### src/rtl/fp_addsub_stream.sv
// Streaming wrapper around a fixed-latency FP add/sub unit with credit-based admission and a show-ahead result FIFO.
// Optional sticky flag accumulation is built when FPAS_STREAM_STICKY_EN is defined.
module fp_addsub_stream #(
   parameter int LATENCY = 9,
   parameter int DEPTH   = 16,
   parameter int TAGW    = 4
) (
   input  logic            clk,
   input  logic            rst,
   input  logic            in_valid,
   output logic            in_ready,
   input  logic [31:0]     in_a,
   input  logic [31:0]     in_b,
   input  logic            in_op,
   input  logic [TAGW-1:0] in_tag,
   output logic [31:0]     fpu_a,
   output logic [31:0]     fpu_b,
   output logic            fpu_operation,
   output logic            fpu_rst,
   input  logic [31:0]     fpu_result,
   input  logic [4:0]      fpu_flags,
   output logic            out_valid,
   input  logic            out_ready,
   output logic [31:0]     out_result,
   output logic [4:0]      out_flags,
   output logic [TAGW-1:0] out_tag,
   output logic            busy,
   output logic [4:0]      sticky_flags,
   input  logic            sticky_clr
);
   // One slot for the operand register plus LATENCY adder stages, so the last
   // slot lines up with the cycle in which the adder presents the matching result.
   localparam int NS = LATENCY + 1;
   localparam int PW = (DEPTH > 1) ? $clog2(DEPTH) : 1;
   localparam int CW = $clog2(DEPTH + 1);
   localparam int EW = 32 + 5 + TAGW;
   localparam logic [PW-1:0] LAST_PTR = PW'(DEPTH - 1);
   localparam logic [7:0]    DEPTH_C  = 8'(DEPTH);

   function automatic logic [PW-1:0] ptr_inc(input logic [PW-1:0] p);
      return (p == LAST_PTR) ? '0 : p + 1'b1;
   endfunction

   logic            accept, push, pop;
   logic [7:0]      inflight, credit_used;
   logic [31:0]     fpu_a_q, fpu_a_d, fpu_b_q, fpu_b_d;
   logic            fpu_op_q, fpu_op_d;
   logic [NS-1:0]   sr_vld_q, sr_vld_d;
   logic [TAGW-1:0] sr_tag_q [NS];
   logic [TAGW-1:0] sr_tag_d [NS];
   logic [PW-1:0]   wr_ptr_q, wr_ptr_d, rd_ptr_q, rd_ptr_d;
   logic [CW-1:0]   count_q, count_d;
   logic [EW-1:0]   fifo_mem_q [DEPTH];
   logic [EW-1:0]   head;

   always_comb begin
      inflight = '0;
      for (int i = 0; i < NS; i++) inflight = inflight + 8'(sr_vld_q[i]);
   end

   // Credit is computed from registered state only, so a pop frees it one cycle later.
   assign credit_used = 8'(count_q) + inflight;
   assign in_ready    = credit_used < DEPTH_C;
   assign accept      = in_valid & in_ready;
   assign out_valid   = (count_q != '0);
   assign pop         = out_valid & out_ready;
   assign push        = sr_vld_q[NS-1];
   assign busy        = (inflight != 8'd0) | out_valid;
   assign fpu_rst     = rst;

   // Operand stage
   always_comb begin
      fpu_a_d  = fpu_a_q;
      fpu_b_d  = fpu_b_q;
      fpu_op_d = fpu_op_q;
      if (accept) begin
         fpu_a_d  = in_a;
         fpu_b_d  = in_b;
         fpu_op_d = in_op;
      end
   end

   always_ff @(posedge clk or posedge rst) begin
      if (rst) begin
         fpu_a_q  <= '0;
         fpu_b_q  <= '0;
         fpu_op_q <= 1'b0;
      end else begin
         fpu_a_q  <= fpu_a_d;
         fpu_b_q  <= fpu_b_d;
         fpu_op_q <= fpu_op_d;
      end
   end

   assign fpu_a         = fpu_a_q;
   assign fpu_b         = fpu_b_q;
   assign fpu_operation = fpu_op_q;

   // In-flight tracking stage
   always_comb begin
      sr_vld_d    = {sr_vld_q[NS-2:0], accept};
      sr_tag_d[0] = in_tag;
      for (int i = 1; i < NS; i++) sr_tag_d[i] = sr_tag_q[i-1];
   end

   always_ff @(posedge clk or posedge rst) begin
      if (rst) sr_vld_q <= '0;
      else     sr_vld_q <= sr_vld_d;
   end

   always_ff @(posedge clk) begin
      for (int i = 0; i < NS; i++) sr_tag_q[i] <= sr_tag_d[i];
   end

   // Result FIFO stage
   always_comb begin
      wr_ptr_d = push ? ptr_inc(wr_ptr_q) : wr_ptr_q;
      rd_ptr_d = pop  ? ptr_inc(rd_ptr_q) : rd_ptr_q;
      case ({push, pop})
         2'b10:   count_d = count_q + 1'b1;
         2'b01:   count_d = count_q - 1'b1;
         default: count_d = count_q;
      endcase
   end

   always_ff @(posedge clk or posedge rst) begin
      if (rst) begin
         wr_ptr_q <= '0;
         rd_ptr_q <= '0;
         count_q  <= '0;
      end else begin
         wr_ptr_q <= wr_ptr_d;
         rd_ptr_q <= rd_ptr_d;
         count_q  <= count_d;
      end
   end

   always_ff @(posedge clk) begin
      if (push) fifo_mem_q[wr_ptr_q] <= {fpu_flags, sr_tag_q[NS-1], fpu_result};
   end

   always_ff @(posedge clk) begin
      if (!rst && push) assert (count_q != CW'(DEPTH)) else $error("result FIFO push while full");
   end

   // Storage is not reset, so the head is masked to zero while empty.
   assign head       = fifo_mem_q[rd_ptr_q];
   assign out_result = out_valid ? head[31:0] : '0;
   assign out_tag    = out_valid ? head[32 +: TAGW] : '0;
   assign out_flags  = out_valid ? head[EW-1 -: 5] : '0;

`ifdef FPAS_STREAM_STICKY_EN
   logic [4:0] sticky_q, sticky_d;

   always_comb begin
      sticky_d = sticky_clr ? 5'b0 : sticky_q;
      if (pop) sticky_d = sticky_d | out_flags;
   end

   always_ff @(posedge clk or posedge rst) begin
      if (rst) sticky_q <= '0;
      else     sticky_q <= sticky_d;
   end

   assign sticky_flags = sticky_q;
`else
   logic unused_sticky_clr;
   assign unused_sticky_clr = sticky_clr;
   assign sticky_flags      = 5'b0;
`endif

endmodule

### config.mk
export PLATFORM = sky130hd
export DESIGN_NAME = fp_addsub_stream
export DESIGN_NICKNAME = d
export VERILOG_FILES = /design/src/rtl/fp_addsub_stream.sv
export SDC_FILE = /design/constraint.sdc
export NUM_CORES = 1
export LEC_CHECK = 0
export BUFFER_PORTS_ARGS = -buffer_cell sky130_fd_sc_hd__buf_2
export CAP_MARGIN = 20
export CORE_ASPECT_RATIO = 2
export CORE_UTILIZATION = 37
export DETAILED_ROUTE_END_ITERATION = 10
export REMOVE_ABC_BUFFERS = 1
export SYNTH_ARGS = -nofsm -noshare
export SYNTH_HDL_FRONTEND = slang
export SYNTH_SLANG_ARGS = --single-unit
export TNS_END_PERCENT = 100
### constraint.sdc
create_clock -name clk -period 12.3 [get_ports clk]
set_input_delay 2.46 -clock clk [delete_from_list [all_inputs] [get_ports clk]]
set_output_delay 2.46 -clock clk [all_outputs]
set_load 0.05 [all_outputs]
# Word level (Yosys, flattened, before mapping)
# Memory sizes are Yosys's and may differ from the RTL's.
# Index checks and enable logic that the tools add are counted.
[totals]
register_bits = 88
ram_bits = 696
in_bits = 111
out_inout_bits = 115
wordCells = 42
n_memories = 2
[memory_table]
columns = ["name", "words", "word_bits", "rd", "rd_clocked_by_memory_dff", "write_ports", "line_no", "text"]
rows = [
  ["fifo_mem_q", 16, 41, 1, 0, 1, "53", "logic [EW-1:0] fifo_mem_q [DEPTH];"],
  ["sr_tag_q", 10, 4, 10, 0, 10, "49", "logic [TAGW-1:0] sr_tag_q [NS];"],
]
[classes]
n_addsub = 14
order_cmp = 1
eq_ne = 4
n_mux = 8
bitwise = 3
reduce_logical = 3
[ops]
columns = ["operator", "count"]
rows = [
  ["2-to-1 mux 32 bit", 1],
  ["adder 8 x 1 -> 8 bit", 2],
  ["2-to-1 mux 4 bit", 3],
  ["one-hot mux 5 bit (2 select lines)", 1],
  ["adder 4 x 1 -> 4 bit, second input constant", 2],
  ["adder 5 x 8 -> 8 bit", 1],
  ["adder 7 x 1 -> 8 bit", 1],
  ["equality test 4 bit, second input constant", 2],
  ["less-than comparator 8 x 5 -> 1 bit, second input constant", 1],
  ["nonzero test 8 bit", 1],
  ["adder 6 x 1 -> 7 bit", 1],
  ["adder 5 x 1 -> 6 bit", 1],
  ["adder 4 x 1 -> 5 bit", 1],
  ["adder 5 x 1 -> 5 bit, second input constant", 1],
  ["2-to-1 mux 5 bit", 1],
  ["nonzero test 5 bit", 1],
  ["subtractor 5 x 1 -> 5 bit, second input constant", 1],
  ["adder 3 x 1 -> 4 bit", 1],
  ["adder 2 x 1 -> 3 bit", 1],
  ["adder 1 x 1 -> 2 bit", 1],
  ["AND 1 bit", 2],
  ["equality test 2 x 1 -> 1 bit, second input constant", 1],
  ["equality test 2 bit, second input constant", 1],
  ["2-to-1 mux 1 bit", 2],
  ["2 further kinds", 2],
]

# Depth between registers and ports, before layout
# Gate-level depths: netlist of run 1.
[logic_depth]
word_depth = 12
mapped_depth = 15
ltp_nobuf = 13

# Worst setup path after synthesis of run 1
# Ideal clock, no wire load.
[synth_timing]
path_kind = "register -> output"
from = "register sr_vld_q[5]"
to = "output in_ready"
arrival_ns = 3.495
slack_ns = 6.345
stages_incl_launch_ff = 11
path_cell_list = "dfrtp_1 -> fa_1 -> inv_1 -> fa_1 -> fa_1 -> inv_1 -> ha_1 -> fa_1 -> ha_1 -> a311oi_1 -> o21a_2"
[synth_via]
elab_chain_len = 7
[synth_lines]
columns = ["element", "line_no", "text"]
rows = [
  ["from (decl)", "48", "logic [NS-1:0] sr_vld_q, sr_vld_d;"],
  ["from (signal assigned)", "108", "else sr_vld_q <= sr_vld_d;"],
  ["adder 5 x 1 -> 6 bit", "58", "for (int i = 0; i < NS; i++) inflight = inflight + 8'(sr_vld_q[i]);"],
  ["adder 6 x 1 -> 7 bit", "58", ""],
  ["adder 7 x 1 -> 8 bit", "58", ""],
  ["adder 8 x 1 -> 8 bit (2 in a row)", "58", ""],
  ["adder 5 x 8 -> 8 bit", "62", "assign credit_used = 8'(count_q) + inflight;"],
  ["less-than comparator 8 x 5 -> 1 bit", "63", "assign in_ready = credit_used < DEPTH_C;"],
  ["to (decl)", "11", "output logic in_ready,"],
]
# Every way passes these cells.

# Final worst setup path of run 1
[layout_timing]
from = "register sr_vld_q[9]"
to = "output in_ready"
[layout_via]
elab_chain_len = 3
[layout_lines]
columns = ["element", "line_no"]
rows = [
  ["adder 8 x 1 -> 8 bit", "58"],
  ["adder 5 x 8 -> 8 bit", "62"],
  ["less-than comparator 8 x 5 -> 1 bit", "63"],
]
# Every way passes these cells.

==> metrics.csv, run 1 <==
metric;value;unit
status;finished clean;
GRT overflow;0;
crit path DAT;4.51;ns
Synth top cells by count;656 x edfxtp_1, 161 x mux4_2, 88 x dfrtp_1, 85 x nand3_1, 46 x mux2i_1;
Main synth FF type;edfxtp_1;
post-route minimum period;6.97;ns
Seq cells post-synth;784;
clock share of power;24.5;%
DRT Pass-1 Iters;5;
Worst-path clk slew;0.07;ns
Fin Clk Skew;0.0251;ns
Synth Warn #;0;
DP HPWL;34300;um
H-tree Lvls;3;
RSZ-0062 raised after global routing;false;
Fmax achieved;144;MHz
core box area;80200;sq um
hold_ws;0.324;ns
PwrDens;262;nW/um^2
Avg Cell Area, Syn;21.3;sq um
internal power;0.00572;W
Combinational Power Share;37.9;%
synth unique cells;46;
number of synthesized flops with an enable pin;656;
final setup violation count;0;
CTS tree;yes;
max-cap viol count;0;
wire per inst;24.2;um
Flop pwr share;37.7;%
CTS Hold Buffers Added;0;
area of the multi-input gates;6720;sq um
drt drc;0;
Cells after Synth;1401;
Fin. Hold Viols;0;
sw frac;36.8;%
antenna violations before repair;10;
hold_sp;sr_tag_q[5][1];
Clk Latency, worst-skew pair;0.62;ns
drt total wl;66200;um
gr usage total;16.5;%
Reg area;22700;sq um
critical path class;flip-flop to output pin;
1st-iter DRT viols;994;
r2r endpoint;fpu_b[29];
Async S/R FF share, synth;11.2;%
CP startpoint;sr_vld_q[9];
share of cells above drive strength 1;36.1;%
share of the synthesized area in the top cell type;65.9;%
Fillers;7096;
Sink Count;784;
Num CTS Buffers;68;
pin count of the biggest net entering global routing;87;
register-to-register setup slack;7.46;ns
hold depth;0;
critical path required time;9.84;ns
Starting Density;37.3;%
maximum clock path buffer count;3;
crit-path max FO;13;
Leakage;11.8;nW
die area;82000;sq um
setup TNS;0;ns
CP startpoint kind;flip-flop;
via count of the first global-routing pass;15501;
Synth area leader;edfxtp_1;
synthesized area;29900;sq um
crit end category;output pin;
DRT antenna net count;0;
Worst Hold Class;flip-flop to flip-flop;
final count of pins violating max slew;0;
# rows;147;
Setup Buffers After CTS;0;
sequential-to-total area share from yosys stat;76.0;%
# port buffers;219;
die width;203;um
Ports;226;
cell with the most instances after synthesis;edfxtp_1;
Worst Hold End;sr_tag_q[6][1];
synthesis-to-finish area growth;15.5;%
Die Span Y;404;um
max-slew headroom at the worst pin;31.4;%
first-pass GRT wire length;98500;um
root buffer cell;clkbuf_16;
R2R Path Start;sr_vld_q[9];
# diodes;0;
NetSw;0.00334;W
RePlAce Congestion;0.732;
top cells by area, synth;edfxtp_1 66%, mux4_2 12%, dfrtp_1 7.4%, dfxtp_1 2.7%, mux2_4 2.0%;
# nets final;1770;
post_cts resized;0;
crit share post-route;56.6;%
Worst R2R Path Depth;13;
Max VDD drop;0.000507;V
slew at the pin closest to its max-slew limit;1.03;ns
vias per cell;5.31;
vias;14494;
## area by class of cell
cell class                 instances  share of cell area (%)
tap                             1043                    3.78
inverter                          21                   0.236
clock inverter                    40                    1.34
timing repair buffer             252                    4.07
sequential                       784                    65.8
clock buffer                      81                    5.31
multi-input combinational        511                    19.5
## power by group through the flow
stage	Sequential (W)	Combinational, W	Clock [W]
floorplan	0.00397	0.00225	0
global placement	0.00346	0.00344	0
detailed placement	0.00347	0.00348	0
CTS	0.00342	0.00348	0.00228
global route	0.00345	0.00367	0.00236
finish	0.00341	0.00343	0.00222
## flip-flops by register name (all words and copies together), names as in the netlist
register and count:
count_q 5, fifo_mem_q 656, fpu_a 32, fpu_b 32, fpu_operation 1, rd_ptr_q 4
sr_tag_q 40, sr_vld_q 10, wr_ptr_q 4
## stage by stage
| step | setup slack, ns | util (%) | instances | instance area [sq um] | total power, W |
|---|---|---|---|---|---|
| final | 5.33 | 43.0 | 2732 | 34500 | 0.00906 |
| after global routing | 5.15 | 43.0 | 2732 | 34500 | 0.00948 |
| after CTS | 5.27 | 42.9 | 2729 | 34400 | 0.00918 |
| after detailed placement | 5.95 | 40.1 | 2608 | 32100 | 0.00695 |
| after global placement | 5.99 | 40.1 | 2608 | 32100 | 0.00690 |
| after floorplan | 2.14 | - | 1316 | 29400 | 0.00622 |
## cell families after synthesis
family	after synthesis	share of synthesized area [%]
DFF	784	76.0
muxes	275	16.7
and+or+nand+nor	139	2.31
buffers and inverters	110	2.02
AOI/OAI and AO/OA	65	1.72
adders and majority gates	21	1.06
xor gates and xnor gates	6	0.176
other	1	0.0126
## critical path: stages (launching register included)
cell      delay [ns]
dfrtp_1         0.51
fa_1            0.55
inv_1           0.06
fa_1            0.47
fa_1            0.49
inv_1           0.04
ha_1            0.20
fa_1            0.59
ha_1            0.24
a311oi_1        0.26
o21a_2          0.21
buf_2           0.27
## placed cells by master (no fill, tap or decap), types with 13 or more instances in the layout
master and instances:
dfrtp_1 84, inv_1 19, buf_4 30, mux2_4 39
clkbuf_16 71, edfxtp_1 656, mux4_2 161, nor2_4 13
o311ai_1 32, ha_1 14, mux2i_1 46, mux2_2 29
buf_2 219, dfxtp_1 40, nand3_1 85
## per-layer routing
layer	vias to the layer above	global-route usage (%)	part of all wire, %
met2	492	29.3	53
met5	-	0	0.18
met1	7682	19.8	39
met3	113	3.73	6.3
li1	6187	-	-
met4	20	5.18	2.4
## worst max path at each step
stage	end	slack (ns)	cells past startpoint
after floorplan	out_flags[0]	2.14	3
after global placement	in_ready	5.99	11
after detailed placement	in_ready	5.95	11
after CTS	in_ready	5.27	11
after global routing	in_ready	5.15	11
final	in_ready	5.33	11
No activity file was read; power rests on OpenSTA's default activity.
==> inputs of run 2 (changes only) <==
==> constraint.sdc (replaced) <==
create_clock -name clk -period 6 [get_ports clk]
set_input_delay 1.2 -clock clk [delete_from_list [all_inputs] [get_ports clk]]
set_output_delay 1.2 -clock clk [all_outputs]
set_load 0.05 [all_outputs]
==> metrics.csv, run 2 (synthesized netlist as in run 1, its figures left out) <==
metric;value;unit;change
antenna violations before repair;10;;unchanged
via count of the first global-routing pass;15436;;-0.42%
crit share post-route;95.5;%;
Fmax achieved;175;MHz;
Die Span Y;404;um;unchanged
hold_ws;0.320;ns;-0.00374 ns
final setup violation count;0;;unchanged
DP HPWL;35300;um;+3.0%
Clk Latency, worst-skew pair;0.61;ns;about the same
H-tree Lvls;3;;unchanged
GRT overflow;0;;unchanged
share of cells above drive strength 1;36.3;%;+0.20 points
CP startpoint kind;flip-flop;;
CTS Hold Buffers Added;0;;unchanged
gr usage total;16.2;%;-0.28 points
# rows;147;;unchanged
RePlAce Congestion;0.739;;+0.87%
post_cts resized;0;;unchanged
# nets final;1769;;-0.056%
area of the multi-input gates;6720;sq um;unchanged
pin count of the biggest net entering global routing;69;;-21%
wire per inst;23.9;um;-1.5%
Fillers;7072;;-0.34%
vias;14400;;-0.65%
Largest regs;fifo_mem_q: 656 flops, sr_tag_q: 40 flops;;
PwrDens;540;nW/um^2;+110%
DRT antenna net count;0;;unchanged
slew at the pin closest to its max-slew limit;1.03;ns;-0.00229 ns
DRT Pass-1 Iters;4;;-1
synthesis-to-finish area growth;15.6;%;
die width;203;um;unchanged
crit path DAT;4.53;ns;+0.02 ns
crit-path max FO;13;;unchanged
# port buffers;219;;unchanged
critical path required time;4.80;ns;-5.04 ns
Max VDD drop;0.000993;V;+96%
CTS tree;yes;;
core box area;80200;sq um;unchanged
Ports;226;;unchanged
vias per cell;5.27;;-0.68%
final count of pins violating max slew;0;;unchanged
Fin Clk Skew;0.0151;ns;-0.0100 ns
Worst Hold Class;flip-flop to flip-flop;;
Setup Buffers After CTS;0;;unchanged
Sink Count;784;;unchanged
Worst R2R Path Depth;12;;-1
Power Total;0.0187;W;+110%
drt total wl;65200;um;-1.4%
most common cell after layout, fill and taps aside;edfxtp_1;;
1st-iter DRT viols;1062;;+6.8%
Leakage;11.8;nW;+0.29%
RSZ-0062 raised after global routing;false;;
max-slew headroom at the worst pin;31.6;%;+0.15 points
post-route minimum period;5.73;ns;
setup TNS;0;ns;unchanged
Starting Density;37.3;%;unchanged
Num CTS Buffers;68;;unchanged
drt drc;0;;unchanged
Worst-path clk slew;0.06;ns;about the same
critical path class;flip-flop to output pin;;
first-pass GRT wire length;97100;um;-1.5%
maximum clock path buffer count;3;;unchanged
Reg area;22700;sq um;unchanged
crit end category;output pin;;
root buffer cell;clkbuf_16;;
max-cap viol count;0;;unchanged
status;finished clean;;
die area;82000;sq um;unchanged
Fin. Hold Viols;0;;unchanged
Reg with most FFs;fifo_mem_q;;
hold depth;0;;unchanged
most frequent cells in the layout;656 x edfxtp_1, 219 x buf_2, 161 x mux4_2;;
max reg flops;656;;unchanged
## run 2: cell types whose count changed in the layout (fill, tap and decap cells not counted), moves of 2 or more
cell        before  now
diode_2          0    2
buf_12           0    5
clkbuf_16       71   69
bufinv_16        9   11
buf_4           30   27
clkinv_2         9   14
buf_16           3    0
clkinvlp_2       2    0
inv_6            2    5
clkbuf_1         8   13
clkbuf_8         2    5
clkinvlp_4       4    0
clkinv_1        12    3
## run 2: final timing paths
| kind | start | end | slack [ns] |
|---|---|---|---|
| max | sr_vld_q[9] | in_ready | 0.27 |
| min | sr_tag_q[2][1] | sr_tag_q[3][1] | 0.32 |
| max reg2reg | sr_vld_q[9] | fpu_a[31] | 1.15 |
| min reg2reg | sr_tag_q[2][1] | sr_tag_q[3][1] | 0.32 |
| max in group asynchronous | rst | rd_ptr_q[0] | 4.21 |
| min in group asynchronous | rst | fpu_operation | 0.55 |
## run 2: final cells by class
class	count	share of cell area (%)
diodes	2	0.0145
clock buffers	87	5.34
clock inverters	34	1.41
inverters	21	0.235
multi-input cells	511	19.4
flip-flops and latches	784	65.7
well taps	1043	3.78
repair buffers	251	4.05
## run 2: critical path: stages, from the launching register on
cell and delay (ns):
dfrtp_1 0.51, fa_1 0.53, inv_1 0.06, fa_1 0.47
fa_1 0.50, inv_1 0.04, ha_1 0.20, fa_1 0.59
ha_1 0.24, a311oi_1 0.27, o21a_2 0.22, buf_2 0.27
## run 2: stage by stage
| stage | util (%) | cell area [sq um] | worst slack, ns | instances |
|---|---|---|---|---|
| finish | 43.1 | 34600 | 0.270 | 2733 |
| global route | 43.1 | 34600 | 0.0494 | 2733 |
| CTS | 43.1 | 34500 | 0.207 | 2731 |
| detailed placement | 40.2 | 32200 | 0.899 | 2610 |
| global placement | 40.2 | 32200 | 0.969 | 2610 |
| floorplan | - | 29400 | -2.90 | 1316 |
## run 2: report_power, final
group | leakage (nW) | switching, W | internal, W
Clock | 1.15 | 0.00196 | 0.00267
Sequential | 7.29 | 0.000527 | 0.00654
Combinational | 3.40 | 0.00436 | 0.00261
Total | 11.8 | 0.00685 | 0.0118
## run 2: metal layers
layer | routed length, um | vias up | GRT usage [%]
met1 | 25800 | 7648 | 19.5
met4 | 1710 | 16 | 5.69
met2 | 34200 | 438 | 28.8
li1 | - | 6183 | -
met5 | 98 | - | 0
met3 | 3410 | 115 | 3.31
==> inputs of run 3 (changes only) <==
--- a/config.mk
+++ b/config.mk
@@ -10,6 +10,7 @@
 export CORE_ASPECT_RATIO = 2
 export CORE_UTILIZATION = 37
 export DETAILED_ROUTE_END_ITERATION = 10
+export RECOVER_POWER = 25
 export REMOVE_ABC_BUFFERS = 1
 export SYNTH_ARGS = -nofsm -noshare
 export SYNTH_HDL_FRONTEND = slang
==> metrics.csv, run 3 (synthesized netlist as in run 1, its figures left out) <==
metric;value;unit;change
status;finished clean;;
CP most frequent cell;fa_1;;
DP HPWL;35300;um;unchanged
critical path class;flip-flop to output pin;;
wire per inst;23.9;um;about the same
max-cap viol count;0;;unchanged
CP startpoint kind;flip-flop;;
Fmax achieved;175;MHz;about the same
synthesis-to-finish area growth;15.5;%;about the same
crit path cell chain;fa_1, inv_1, fa_1, fa_1, inv_1, ha_1, fa_1, ha_1, a311oi_1, o21a_2, buf_2;;
1st-iter DRT viols;1076;;+1.3%
max-slew headroom at the worst pin;31.6;%;unchanged
vias per cell;5.27;;about the same
crit share post-route;95.5;%;about the same
Worst Hold End;sr_tag_q[3][1];;
hold depth;0;;unchanged
crit path DAT;4.53;ns;about the same
RePlAce Congestion;0.739;;unchanged
r2r endpoint;fpu_a[31];;
most frequent cells in the layout;656 x edfxtp_1, 193 x buf_2, 161 x mux4_2;;
Ports;226;;unchanged
final setup violation count;0;;unchanged
crit-path max FO;13;;unchanged
slowest cell delay on critical path;0.59;ns;about the same
CP startpoint;sr_vld_q[9];;
root buffer cell;clkbuf_16;;
register-to-register setup slack;1.15;ns;about the same
PwrDens;541;nW/um^2;about the same
crit path max-delay cell type;fa_1;;
share of cells above drive strength 1;34.7;%;-1.5 points
Fin. Hold Viols;0;;unchanged
gr usage total;16.2;%;unchanged
delay-heaviest family, CP;adder cells;;
drt drc;0;;unchanged
Sink Count;784;;unchanged
slew at the pin closest to its max-slew limit;1.03;ns;unchanged
maximum clock path buffer count;3;;unchanged
Worst-path clk slew;0.06;ns;about the same
DRT antenna net count;0;;unchanged
final instance area;34500;sq um;about the same
Placed Area;32200;sq um;unchanged
H-tree Lvls;3;;unchanged
pre-CTS setup slack;0.899;ns;unchanged
Reg with most FFs;fifo_mem_q;;
CTS tree;yes;;
max reg flops;656;;unchanged
Power Total;0.0187;W;about the same
# nets final;1769;;unchanged
Die Span Y;404;um;unchanged
most common cell after layout, fill and taps aside;edfxtp_1;;
# port buffers;219;;unchanged
Largest regs;fifo_mem_q: 656 flops, sr_tag_q: 40 flops;;
core box area;80200;sq um;unchanged
first-pass GRT wire length;97100;um;unchanged
# rows;147;;unchanged
Critical path buffers and inverters;3;;unchanged
crit end category;output pin;;
R2R Path Start;sr_vld_q[9];;
critical path required time;4.80;ns;about the same
post_cts resized;0;;unchanged
Fin Clk Skew;0.0164;ns;+0.00126 ns
Fillers;7087;;+0.21%
Clk Latency, worst-skew pair;0.61;ns;about the same
vias;14409;;+0.063%
antenna violations before repair;10;;unchanged
RSZ-0062 raised after global routing;false;;
Num CTS Buffers;68;;unchanged
Worst Hold Class;flip-flop to flip-flop;;
Starting Density;37.3;%;unchanged
hold_sp;sr_tag_q[2][1];;
GRT overflow;0;;unchanged
drt total wl;65200;um;about the same
hold_ws;0.321;ns;+0.000575 ns
pin count of the biggest net entering global routing;69;;unchanged
WP depth;11;;unchanged
die area;82000;sq um;unchanged
via count of the first global-routing pass;15436;;unchanged
final count of pins violating max slew;0;;unchanged
post-route minimum period;5.73;ns;-0.000280 ns
DRT Pass-1 Iters;5;;+1
Setup Buffers After CTS;0;;unchanged
PnR worst setup slack;0.270;ns;+0.000280 ns
Worst R2R Path Depth;12;;unchanged
Max VDD drop;0.000993;V;about the same
Leakage;11.8;nW;-0.64%
CTS Hold Buffers Added;0;;unchanged
die width;203;um;unchanged
-- run 3: changes by cell type in the layout (fill, tap and decap cells not counted), sizes merged --
cell	change
clkinvlp	+1
clkbuf	+26
clkinv	-1
buf	-26
-- run 3: worst max-delay path by stage --
stage              endpoint  slack, ns
4_1_cts            in_ready       0.21
6_report           in_ready       0.27
2_1_floorplan  out_flags[0]      -2.90
3_5_place_dp       in_ready       0.90
3_3_place_gp       in_ready       0.97
5_1_grt            in_ready       0.05
-- run 3: metrics by stage --
step,setup TNS (ns),std cells,util [%]
2_1_floorplan,-99.47,1316,-
3_3_place_gp,0,2610,40.2
3_5_place_dp,0,2610,40.2
4_1_cts,0,2731,43.1
5_1_grt,0,2733,43.0
6_report,0,2733,43.0
-- run 3: area by class of cell --
class / instances / area [sq um] / area share [%]
antenna: 2 / 5.00 / 0.0145
clock inverter: 34 / 487 / 1.41
clock buffer: 87 / 1840 / 5.34
sequential: 784 / 22700 / 65.8
tap: 1043 / 1310 / 3.78
multi-input combinational: 511 / 6720 / 19.5
timing repair buffer: 251 / 1370 / 3.96
inverter: 21 / 81.3 / 0.236
-- run 3: per-layer routing --
| metal | up-vias | global-route usage (%) | part of all wire, % |
|---|---|---|---|
| met5 | - | 0 | 0.15 |
| met4 | 16 | 5.69 | 2.6 |
| met3 | 115 | 3.31 | 5.3 |
| met2 | 460 | 28.8 | 53 |
| met1 | 7636 | 19.5 | 39 |
| li1 | 6182 | - | - |
-- run 3: power breakdown --
part | internal, W | switching (W)
combinational | 0.00261 | 0.00437
clock | 0.00267 | 0.00196
sequential | 0.00655 | 0.000526
total | 0.0118 | 0.00685
